--- config.mk ---
export PLATFORM = sky130hd
export DESIGN_NAME = rst_seq
export DESIGN_NICKNAME = d
export VERILOG_FILES = /design/src/rtl/rst_seq.sv
export SDC_FILE = /design/constraint.sdc
export NUM_CORES = 1
export LEC_CHECK = 0
export ABC_AREA = 1
export BUFFER_PORTS_ARGS = -buffer_cell sky130_fd_sc_hd__buf_2
export CORE_ASPECT_RATIO = 0.7
export CORE_MARGIN = 5
export CORE_UTILIZATION = 48
export DETAILED_ROUTE_END_ITERATION = 10
export PLACE_DENSITY = 0.77
export RECOVER_POWER = 25
export SETUP_SLACK_MARGIN = 0.15
export SYNTH_ARGS = -nofsm -noshare
export SYNTH_HDL_FRONTEND = slang
export SYNTH_SLANG_ARGS = --single-unit
--- constraint.sdc ---
create_clock -name clk -period 1.62 [get_ports clk]
set_clock_uncertainty 0.05 [all_clocks]
set_input_delay 0.405 -clock clk [delete_from_list [all_inputs] [get_ports clk]]
set_output_delay 0.405 -clock clk [all_outputs]
set_load 0.1 [all_outputs]
--- src/rtl/rst_seq.sv ---
// Reset sequencer: asserts every domain reset request, then releases the domains
// one at a time in index order, waiting for each domain's synchronized ack and a
// programmable gap before moving on. The highest index (CPU) is released last.
module rst_seq #(
  parameter int unsigned NUM_DOM   = 8,
  parameter int unsigned DLY_W     = 8,
  parameter int unsigned TMO_W     = 10,
  parameter logic [31:0] BASE_ADDR = 32'h0000_F100,
  parameter int unsigned DEF_DELAY = 4
) (
  input  logic               clk,
  input  logic               rst,
  input  logic [31:0]        dmem_addr,
  input  logic [3:0]         dmem_rmask,
  input  logic [3:0]         dmem_wmask,
  input  logic [31:0]        dmem_wdata,
  output logic [31:0]        seq_rdata,
  input  logic [NUM_DOM-1:0] dom_ack,
  output logic [NUM_DOM-1:0] dom_rst,
  output logic               seq_busy,
  output logic               seq_err
);

  localparam int unsigned IdxW    = (NUM_DOM > 1) ? $clog2(NUM_DOM) : 1;
  localparam int unsigned ErrBits = (NUM_DOM < 16) ? NUM_DOM : 16;
  localparam logic [IdxW-1:0]  LastIdx = IdxW'(NUM_DOM - 1);
  localparam logic [TMO_W-1:0] TmoMax  = '1;

  typedef enum logic [2:0] {StHold, StRel, StWait, StGap, StNext, StDone} state_e;

  state_e             state_q, state_d;
  logic [DLY_W-1:0]   cnt_q, cnt_d;
  logic [DLY_W-1:0]   lim_q, lim_d;
  logic [DLY_W-1:0]   delay_q, delay_d;
  logic [IdxW-1:0]    idx_q, idx_d;
  logic [TMO_W-1:0]   tmo_q, tmo_d;
  logic [NUM_DOM-1:0] hold_q, hold_d;
  logic [NUM_DOM-1:0] err_q, err_d;
  logic [NUM_DOM-1:0] dom_rst_q, dom_rst_d;
  logic [NUM_DOM-1:0] passed;
  logic [31:0]        rdata_q, rdata_d;
  logic [31:0]        bmask, status_rd, hold_wr;
  logic [DLY_W-1:0]   delay_wr;
  logic               rd_en, wr_en, start, err_clr;
  logic               sel_ctrl, sel_status, sel_delay, sel_hold;
  logic               unused_bits;

  assign rd_en      = |dmem_rmask;
  assign wr_en      = |dmem_wmask;
  assign sel_ctrl   = (dmem_addr == BASE_ADDR);
  assign sel_status = (dmem_addr == BASE_ADDR + 32'd4);
  assign sel_delay  = (dmem_addr == BASE_ADDR + 32'd8);
  assign sel_hold   = (dmem_addr == BASE_ADDR + 32'd12);
  assign bmask      = {{8{dmem_wmask[3]}}, {8{dmem_wmask[2]}},
                       {8{dmem_wmask[1]}}, {8{dmem_wmask[0]}}};
  assign start      = wr_en && sel_ctrl && dmem_wmask[0] && dmem_wdata[0];
  assign err_clr    = wr_en && sel_status && dmem_wmask[0] && dmem_wdata[1];
  assign unused_bits = ^{dmem_wdata, bmask};

  // Byte-masked register writes and status word assembly.
  always_comb begin
    delay_wr = (delay_q & ~bmask[DLY_W-1:0]) | (dmem_wdata[DLY_W-1:0] & bmask[DLY_W-1:0]);
    hold_wr  = (32'(hold_q) & ~bmask) | (dmem_wdata & bmask);
    delay_d  = (wr_en && sel_delay) ? delay_wr : delay_q;
    hold_d   = (wr_en && sel_hold) ? hold_wr[NUM_DOM-1:0] : hold_q;
    status_rd    = '0;
    status_rd[0] = seq_busy;
    status_rd[1] = seq_err;
    for (int k = 0; k < ErrBits; k++) begin
      status_rd[16+k] = err_q[k];
    end
  end

  // Read data is registered and reflects pre-write state.
  always_comb begin
    rdata_d = '0;
    if (rd_en) begin
      if (sel_status)     rdata_d = status_rd;
      else if (sel_delay) rdata_d = 32'(delay_q);
      else if (sel_hold)  rdata_d = 32'(hold_q);
    end
  end

  // Domains the sequence has already reached follow HOLD directly.
  always_comb begin
    for (int k = 0; k < NUM_DOM; k++) begin
      passed[k] = (state_q == StDone) || (IdxW'(k) < idx_q) ||
                  ((IdxW'(k) == idx_q) && (state_q inside {StWait, StGap, StNext}));
    end
  end

  // Sequencer next-state: counts, release order, ack timeout and restart.
  always_comb begin
    state_d   = state_q;
    cnt_d     = cnt_q;
    lim_d     = lim_q;
    idx_d     = idx_q;
    tmo_d     = tmo_q;
    err_d     = err_q;
    dom_rst_d = dom_rst_q;
    if (err_clr) err_d = '0;
    for (int k = 0; k < NUM_DOM; k++) begin
      if (passed[k]) dom_rst_d[k] = hold_d[k];
    end
    unique case (state_q)
      StHold: begin
        if (cnt_q == lim_q) begin
          state_d = StRel;
          cnt_d   = '0;
        end else begin
          cnt_d = cnt_q + DLY_W'(1);
        end
      end
      StRel: begin
        // HOLD for a pending domain is sampled only here.
        if (hold_q[idx_q]) begin
          state_d = StNext;
        end else begin
          dom_rst_d[idx_q] = 1'b0;
          tmo_d            = '0;
          state_d          = StWait;
        end
      end
      StWait: begin
        if (!dom_ack[idx_q]) begin
          state_d = StGap;
          cnt_d   = '0;
          lim_d   = delay_q;
        end else if (tmo_q == TmoMax) begin
          err_d[idx_q] = 1'b1;
          state_d      = StGap;
          cnt_d        = '0;
          lim_d        = delay_q;
        end else begin
          tmo_d = tmo_q + TMO_W'(1);
        end
      end
      StGap: begin
        if (cnt_q == lim_q) state_d = StNext;
        else                cnt_d   = cnt_q + DLY_W'(1);
      end
      StNext: begin
        if (idx_q == LastIdx) begin
          state_d = StDone;
        end else begin
          idx_d   = idx_q + IdxW'(1);
          state_d = StRel;
        end
      end
      StDone: begin
        if (start) begin
          state_d   = StHold;
          idx_d     = '0;
          cnt_d     = '0;
          lim_d     = delay_q;
          dom_rst_d = '1;
        end
      end
      default: state_d = StHold;
    endcase
  end

  // State registers with synchronous reset.
  always_ff @(posedge clk) begin
    if (rst) begin
      state_q   <= StHold;
      cnt_q     <= '0;
      lim_q     <= DLY_W'(DEF_DELAY);
      delay_q   <= DLY_W'(DEF_DELAY);
      idx_q     <= '0;
      tmo_q     <= '0;
      hold_q    <= '0;
      err_q     <= '0;
      dom_rst_q <= '1;
      rdata_q   <= '0;
    end else begin
      state_q   <= state_d;
      cnt_q     <= cnt_d;
      lim_q     <= lim_d;
      delay_q   <= delay_d;
      idx_q     <= idx_d;
      tmo_q     <= tmo_d;
      hold_q    <= hold_d;
      err_q     <= err_d;
      dom_rst_q <= dom_rst_d;
      rdata_q   <= rdata_d;
    end
  end

  assign dom_rst   = dom_rst_q;
  assign seq_rdata = rdata_q;
  assign seq_busy  = (state_q != StDone);
  assign seq_err   = |err_q;

endmodule
# Word-level counts from Yosys, hierarchy flattened
# Index checks and enable logic that the tools add are counted.
[classes]
n_div = 0
n_reduce_logical = 51
n_shift = 0
add_sub_neg = 3
multipliers = 0
n_bitwise = 12
muxes = 49
eq_ne = 29
order_cmp = 10
[ops]
columns = ["cell", "n"]
rows = [
  ["$mux W8", 17],
  ["$eq A32 B16 Y1 const B", 4],
  ["$and A8 B8 Y8", 5],
  ["$pmux W8 S2", 2],
  ["$pmux W8 S4", 1],
  ["$mux W10", 3],
  ["$mux W24", 1],
  ["$mux W3", 8],
  ["$not A8 Y8", 3],
  ["$or A8 B8 Y8", 3],
  ["$pmux W10 S2", 1],
  ["$pmux W3 S6", 1],
  ["$logic_and A1 B1 Y1", 17],
  ["$logic_or A1 B1 Y1", 16],
  ["$eq A3 B3 Y1 const A", 4],
  ["$lt A3 B3 Y1 const A", 4],
  ["$ne A2 B2 Y1 const B", 6],
  ["$reduce_and A4 Y1", 3],
  ["$reduce_or A4 Y1", 3],
  ["$mux W1", 11],
  ["$add A10 B1 Y10 const B", 1],
  ["$eq A10 B10 Y1 const B", 1],
  ["$eq A3 B3 Y1 const B", 3],
  ["$add A8 B1 Y8 const B", 1],
  ["other kinds (25)", 35],
]
[totals]
reg_bits = 96
latchBits = 0
mem_count = 0
elab_cells = 166
ram_bits = 0
out_inout_bits = 42
romBits = 0
inputBits = 82

# Logic depth before layout (Yosys ltp)
# Gate-level depths: netlist of run 1.
[logic_depth]
word_depth = 9
mapped_depth = 15
mapped_depth_nobuf = 14

# Worst setup path before layout of run 1
# No wires, ideal clock.
[synth_path]
path_kind = "reg2reg"
startpoint = "register state_q[0]"
endpoint = "register dom_rst_q[5] (netlist: dom_rst[5])"
stages_incl_launch_ff = 10
setup_ns = 0.118
arrival_time_ns = 1.529
path_slack_ns = -0.076
required_ns = 1.452
n_path_buf = 1
synth_period_minus_slack_ns = 1.696
path_cell_list = "dfxtp_1 > inv_1 > nor2_1 > nand2_1 > buf_2 > o211ai_1 > nor2_1 > a21oi_1 > nand2_1 > nand2_1"
[synth_between]
elab_chain_cells = 8
elab_cells_between_ends = 14
cone_classes = "5 x eq/ne; 4 x mux; 1 x bitwise; 4 x reduce/logical"
[synth_rtl]
columns = ["item", "line", "rtl"]
rows = [
  ["from (decl)", "31", "state_e state_q, state_d;"],
  ["from (signal assigned)", "166", "state_q <= StHold;"],
  ["from (signal assigned)", "177", "state_q <= state_d;"],
  ["$eq A3 B2 Y1 or $eq A3 B3 Y1 (tied branches)", "88", "((IdxW'(k) == idx_q) && (state_q inside {StWait, StGap, StNext}));"],
  ["$reduce_bool A3 Y1", "88", ""],
  ["$logic_and A1 B1 Y1", "88", ""],
  ["$logic_or A1 B1 Y1", "87", "passed[k] = (state_q == StDone) || (IdxW'(k) < idx_q) ||"],
  ["$mux W1", "103", "if (passed[k]) dom_rst_d[k] = hold_d[k];"],
  ["$and A8 B8 Y8 (no source line)", "n/a", ""],
  ["$mux W8", "116", "if (hold_q[idx_q]) begin"],
  ["$pmux W8 S2 *", "105", "unique case (state_q)"],
  ["to (signal assigned)", "185", "dom_rst_q <= dom_rst_d;"],
  ["to (decl)", "39", "logic [NUM_DOM-1:0] dom_rst_q, dom_rst_d;"],
]
# Mark *: on every way between the ends. The rest lies on a longest branch, timed or not.
# A chain may end at the register's enable or synchronous reset.

# Worst setup path in the final report of run 1
[layout_path]
startpoint = "register err_q[2]"
endpoint = "output seq_err"
[layout_between]
elab_chain_cells = 1
[layout_rtl]
columns = ["item", "line", "rtl"]
rows = [
  ["from (decl)", "38", "logic [NUM_DOM-1:0] err_q, err_d;"],
  ["from (signal assigned)", "184", "err_q <= err_d;"],
  ["$reduce_or A8 Y1", "193", "assign seq_err = |err_q;"],
  ["to (decl)", "21", "output logic seq_err"],
]
# Every way passes these cells.

==> impl_metrics.toml, run 1 <==
[sta]
hold_viol_final = 0
setup_viol = 49
fmax_mhz = 537
slew-limit-headroom_pct = 56.6
maxSlewViolCount = 0
holdWs_ps = 290
setup_ws_ps = -241
period_minus_slack_ps = 1860
fin_crit_sh_pct = 115
rsz0062_at_grt = "true"
worst_pin_slew_ps = 650

[cts]
ctsLongestPathBuffers = 2
htreeDepth = 3
clock-root-buffer = "clkbuf_16"
clock_sinks = 80
cts_buffers = 9
cts_tree = "yes"
clkSlewWorstSetupHoldPaths_ps = 70
clk_latency_ps = 360

[routing]
wl_per_cell_um = 18.5
ant_nets = 0
post-route-drc-count = 0
vias = 5926
drt_iter0_drc = 649
first_pass_iters = 5
vias_per_cell = 5.61
drt-total-wl_mm = 19.5

[floorplan]
floorplan.initialDensity_pct = 48.7
chipHeight_um = 92.4
fp-row-count = 30
core_area_um2 = 9570
pin_count = 124
die_area_um2 = 11800
die_x_um = 128

[critical_path]
cp_slowest_cell = "dfxtp_2"
cpPeakStageDelay_ps = 340
arrival_ps = 1410
start_kind = "flop"
crit_type = "flop to output port"
cp-end-kind = "output port"
crit_required_ps = 1160
crit_chain = "nor4_4 > buf_4 > nand2_4 > buf_12"
path_max_fanout = 2

[logic_synthesis]
syn_avg_cell_area_um2 = 6.28
yosysSeqAreaShare_pct = 34.4
synthArstFlopShare_pct = 0
synth_area_leaders = "dfxtp_1 (34%), nand2_1 (19%), inv_1 (7.9%), nor2_1 (6.8%), a21oi_1 (6.3%)"
synth_flop_cell = "dfxtp_1"
synth_top_area_cell = "dfxtp_1"
synth_enable_flop_cells = 0
synth.most_common_cell = "nand2_1"
synth.cell_area_um2 = 4660
ys_warn_count = 0
synth_common_cells = "nand2_1 (232), inv_1 (98), nor2_1 (85)"
synth_top_area_share_pct = 34.4
netlist_instances = 742
ys_ff_latch = 80
ys_types = 35

[worst_hold_path]
hold_class = "input port to flop"

[place]
dpl_cell_area_um2 = 5840
portBuffers = 83
gp_congestion = 0.924
dp_hpwl_mm = 9.89

[pwr]
p_leak_nw = 3.32
p_per_area_nw_per_um2 = 970
ir_drop_v = 0.000851

[final_layout]
final_core_util_pct = 78.4
layout-area-overhead-vs-synth_pct = 61.0
layout.nets = 1011
layout-drive-gt1-share_pct = 49.8
n_antenna_cell = 0
fill_cells = 578
fin_area_um2 = 7500

[global_routing]
grt_max_degree = 40
gr-total-overflow = 0
grt_pass1_wl_mm = 25.1
grt_util_all_layers_pct = 26.3
grt_pass1_vias = 5283
antenna_found_initial = 0

[run_status]
run_status = "complete, but fails checks"
violations = "setup timing"

[run]
cap_violations = 0
==> cell families after synthesis <==
family | count (synthesis) | share of synthesized area (%)
compound gates | 101 | 11.4
xor+xnor | 6 | 1.13
other cells | 1 | 0.0805
fa+ha+maj | 6 | 1.61
flops | 80 | 34.4
simple gates | 411 | 38.3
buf+inv | 137 | 13.0
==> flip-flops by register name, indices dropped and copies added, names as in the netlist, named ones only <==
signal	count
err_q	8
state_q	3
idx_q	3
lim_q	8
hold_q	8
seq_rdata	16
tmo_q	10
cnt_q	8
dom_rst	8
==> path summary, 6_finish.rpt <==
path                  from    endpoint  slack, ps  cells after the start
max               err_q[2]     seq_err       -240                      4
min          dmem_wdata[3]        flop        290                      3
max reg2reg       idx_q[0]  state_q[1]       -190                     13
min reg2reg           flop        flop        430                      2
==> layout make-up <==
type	count	area, µm²	area share, %
clock inverter	7	103	1.37
multi-input combinational	542	3470	46.3
timing repair buffer	186	1450	19.4
clock buffer	9	225	3.00
inverter	104	458	6.10
tap	128	160	2.13
sequential	80	1630	21.7
==> per-layer routing <==
layer | track usage, % | wire, µm | up-vias
met5 | 0 | 0 | -
met4 | 9.45 | 856 | 0
met3 | 6.46 | 1900 | 91
met2 | 41.5 | 9210 | 393
met1 | 34.8 | 7530 | 2770
li1 | - | - | 2672
==> critical path: cells and delay by family (launching register included) <==
family / cells / cell delay, ps
buffers and inverters: 2 / 350
flip-flops: 1 / 340
AND/OR/NAND/NOR: 2 / 340
==> repair_timing <==
item	in CTS	in global routing
endpoints found under the setup margin	86	85
setup buffers	8	14
gates resized for setup	162	189
hold buffers	0	0
endpoints found under the hold margin	0	0
cloned	1	3
pin swaps	58	65
==> through the flow <==
step / setup slack [ps] / instances / TNS [ps] / power (W)
6_report: -241 / 1056 / -5190 / 0.00728
4_1_cts: -163 / 1039 / -432 / 0.00675
3_3_place_gp: -322 / 1014 / -14250 / 0.00419
2_1_floorplan: 60.0 / 757 / 0 / 0.00369
3_5_place_dp: -340 / 1014 / -15660 / 0.00422
5_1_grt: -299 / 1056 / -9250 / 0.00759
==> power by group <==
| group | internal, W | leakage [nW] | switching [W] |
|---|---|---|---|
| sequential | 0.00214 | 0.655 | 0.000163 |
| combinational | 0.000944 | 2.51 | 0.00172 |
| clock | 0.00137 | 0.157 | 0.000946 |
| total | 0.00445 | 3.32 | 0.00283 |
==> placed cells by master, fill, tap and decap left out, types with 15 or more instances in the layout <==
cell type | netlist | routed
nand2_1 | 232 | 169
buf_4 | 19 | 87
inv_1 | 98 | 70
dfxtp_1 | 80 | 65
nor2_1 | 85 | 63
nand2_2 | 9 | 57
buf_2 | 8 | 57
a21oi_2 | 2 | 42
buf_6 | 1 | 33
nand3_2 | 0 | 26
nand3_1 | 53 | 22
inv_2 | 5 | 20
a21oi_1 | 59 | 17
nand2_4 | 2 | 16
conb_1 | 1 | 16
nor2_4 | 4 | 15
No activity file was read; power rests on OpenSTA's default activity.
==> run 2, diff against run 1 <==
--- a/config.mk
+++ b/config.mk
@@ -6,11 +6,11 @@
 export NUM_CORES = 1
 export LEC_CHECK = 0
-export ABC_AREA = 1
+export ABC_AREA = 0
 export BUFFER_PORTS_ARGS = -buffer_cell sky130_fd_sc_hd__buf_2
 export CORE_ASPECT_RATIO = 0.7
 export CORE_MARGIN = 5
-export CORE_UTILIZATION = 48
+export CORE_UTILIZATION = 46
 export DETAILED_ROUTE_END_ITERATION = 10
-export PLACE_DENSITY = 0.77
+export PLACE_DENSITY = 0.76
 export RECOVER_POWER = 25
 export SETUP_SLACK_MARGIN = 0.15
--- a/constraint.sdc
+++ b/constraint.sdc
@@ -3,3 +3,3 @@
 set_input_delay 0.405 -clock clk [delete_from_list [all_inputs] [get_ports clk]]
 set_output_delay 0.405 -clock clk [all_outputs]
-set_load 0.1 [all_outputs]
+set_load 0.005 [all_outputs]
==> impl_metrics.toml, run 2 <==
[routing]
vias_per_cell = 6.70
drt_iter0_drc = 848
post-route-drc-count = 0
first_pass_iters = 8
vias = 5430
ant_nets = 0
wl_per_cell_um = 26.8
drt-total-wl_mm = 21.7

[floorplan]
pin_count = 124
floorplan.initialDensity_pct = 47.3
chipHeight_um = 88.1
die_area_um2 = 10700
fp-row-count = 28
core_area_um2 = 8480
die_x_um = 122

[final_layout]
layout-drive-gt1-share_pct = 56.3
layout_common_cells = "buf_4 (112), dfxtp_1 (74), buf_2 (74), nor2_1 (44), buf_6 (35)"
instances_no_fill = 810
layout.nets = 771
layout-area-overhead-vs-synth_pct = 72.4
fin_area_um2 = 6910
final_common_cell = "buf_4"
largest_reg_flops = 16

[place]
gp_congestion = 0.923
pre_cts_slack_ps = -1120
dp.cells = 742
dp_hpwl_mm = 9.37
dpl_cell_area_um2 = 5270
portBuffers = 80

[sta]
fmax_mhz = 375
holdWs_ps = 292
period_minus_slack_ps = 2670
setup_ws_ps = -1050
slew-limit-headroom_pct = 40.0
maxSlewViolCount = 0
hold_viol_final = 0
tns_ps = -54790
worst_pin_slew_ps = 900
setup_viol = 82
rsz0062_at_grt = "true"
fin_crit_sh_pct = 165

[critical_path]
arrival_ps = 2830
cp_slowest_cell = "mux4_2"
crit_type = "flop to flop"
start_kind = "flop"
cpPeakStageDelay_ps = 490
crit_required_ps = 1790
crit_chain = "mux4_2 > a222oi_1 > nand2b_4 > o21ai_4 > buf_4 > o21ai_1 > a21oi_2"
cp-end-kind = "flop"
path_max_fanout = 8

[cts]
hold_buffers = 0
cts_buffers = 9
cts_tree = "yes"
clk_latency_ps = 360
clock-root-buffer = "clkbuf_16"
ctsLongestPathBuffers = 2
clock_sinks = 80
htreeDepth = 3
clkSlewWorstSetupHoldPaths_ps = 70

[global_routing]
grt_util_all_layers_pct = 31.9
grt_pass1_vias = 4979
grt_max_degree = 25
gr-total-overflow = 0
antenna_found_initial = 0
grt_pass1_wl_mm = 26.3

[logic_synthesis]
synth.most_common_cell = "dfxtp_1"
synth_flop_cell = "dfxtp_1"
synthArstFlopShare_pct = 0
synth_enable_flop_cells = 0
ys_ff_latch = 80
netlist_instances = 464
ys_warn_count = 0
yosysSeqAreaShare_pct = 39.9
synth_top_area_cell = "dfxtp_1"
ys_types = 56
syn_avg_cell_area_um2 = 8.64
synth_area_leaders = "dfxtp_1 (40%), a21oi_1 (4.7%), nor2_1 (4.3%), mux2i_1 (4.0%), xor2_1 (3.7%)"
synth_common_cells = "dfxtp_1 (80), nor2_1 (46), a21oi_1 (38)"
synth_top_area_share_pct = 39.9
synth.cell_area_um2 = 4010

[pwr]
p_per_area_nw_per_um2 = 955
p_leak_nw = 2.98
ir_drop_v = 0.000939

[run_status]
violations = "setup timing"
run_status = "complete, but fails checks"

[run]
cap_violations = 0

[worst_hold_path]
hold_class = "input port to flop"
## run 2: cell type report
type / instances / area [µm²]
inverter: 12 / 45.0
multi-input combinational: 348 / 3000
clock inverter: 7 / 126
timing repair buffer: 232 / 1750
tap: 120 / 150
fill: 426 / 1570
sequential: 80 / 1610
clock buffer: 9 / 225
antenna: 2 / 5.00
## run 2: layer usage
| layer | wire, µm | GRT usage [%] |
|---|---|---|
| met5 | 0 | 0 |
| met4 | 2230 | 17.0 |
| met3 | 2920 | 8.65 |
| met2 | 9370 | 54.7 |
| met1 | 7210 | 36.7 |
## run 2: worst paths after layout
kind	start	endpoint	slack [ps]	cells past startpoint
worst max-delay path	idx_q[0]	cnt_q[0]	-1050	7
worst min-delay path	dmem_wdata[6]	flop	290	3
worst max register to register	idx_q[0]	cnt_q[0]	-1050	7
worst min register to register	cnt_q[7]	cnt_q[7]	470	2
## run 2: logic make-up (layout without fill, tap and decap cells)
group / after synthesis / after routing / synth area share, %
simple gates: 182 / 183 / 24.6
compound gates: 98 / 99 / 15.4
flops: 80 / 80 / 39.9
buf+inv: 53 / 260 / 6.77
mux: 27 / 27 / 7.64
xor+xnor: 17 / 17 / 3.71
fa+ha+maj: 6 / 6 / 1.87
other cells: 1 / 18 / 0.0935
## run 2: critical path, delay by kind of cell (launching register included)
kind	cells	cell delay, ps
DFF	1	360
buffers and inverters	1	170
AOI/OAI and AO/OA	4	1190
and+or+nand+nor	1	270
muxes	1	490
## run 2: what timing repair did
item                                    in CTS  in global routing
pin swaps                                   46                 47
cloned                                       3                  1
endpoints found under the setup margin      82                 82
buffers inserted                            29                 17
resized for setup                          121                 72
## run 2: where the power goes
| group | internal, W | switching [W] |
|---|---|---|
| Sequential | 0.00204 | 0.0000600 |
| Clock | 0.00153 | 0.000956 |
| Combinational | 0.000888 | 0.00113 |
## run 2: per-stage QoR
step	total power (W)	util (%)
after global placement	0.00325	62.2
after global routing	0.00669	81.5
after CTS	0.00591	76.0
final	0.00660	81.5
after detailed placement	0.00330	62.2
after floorplan	0.00280	-
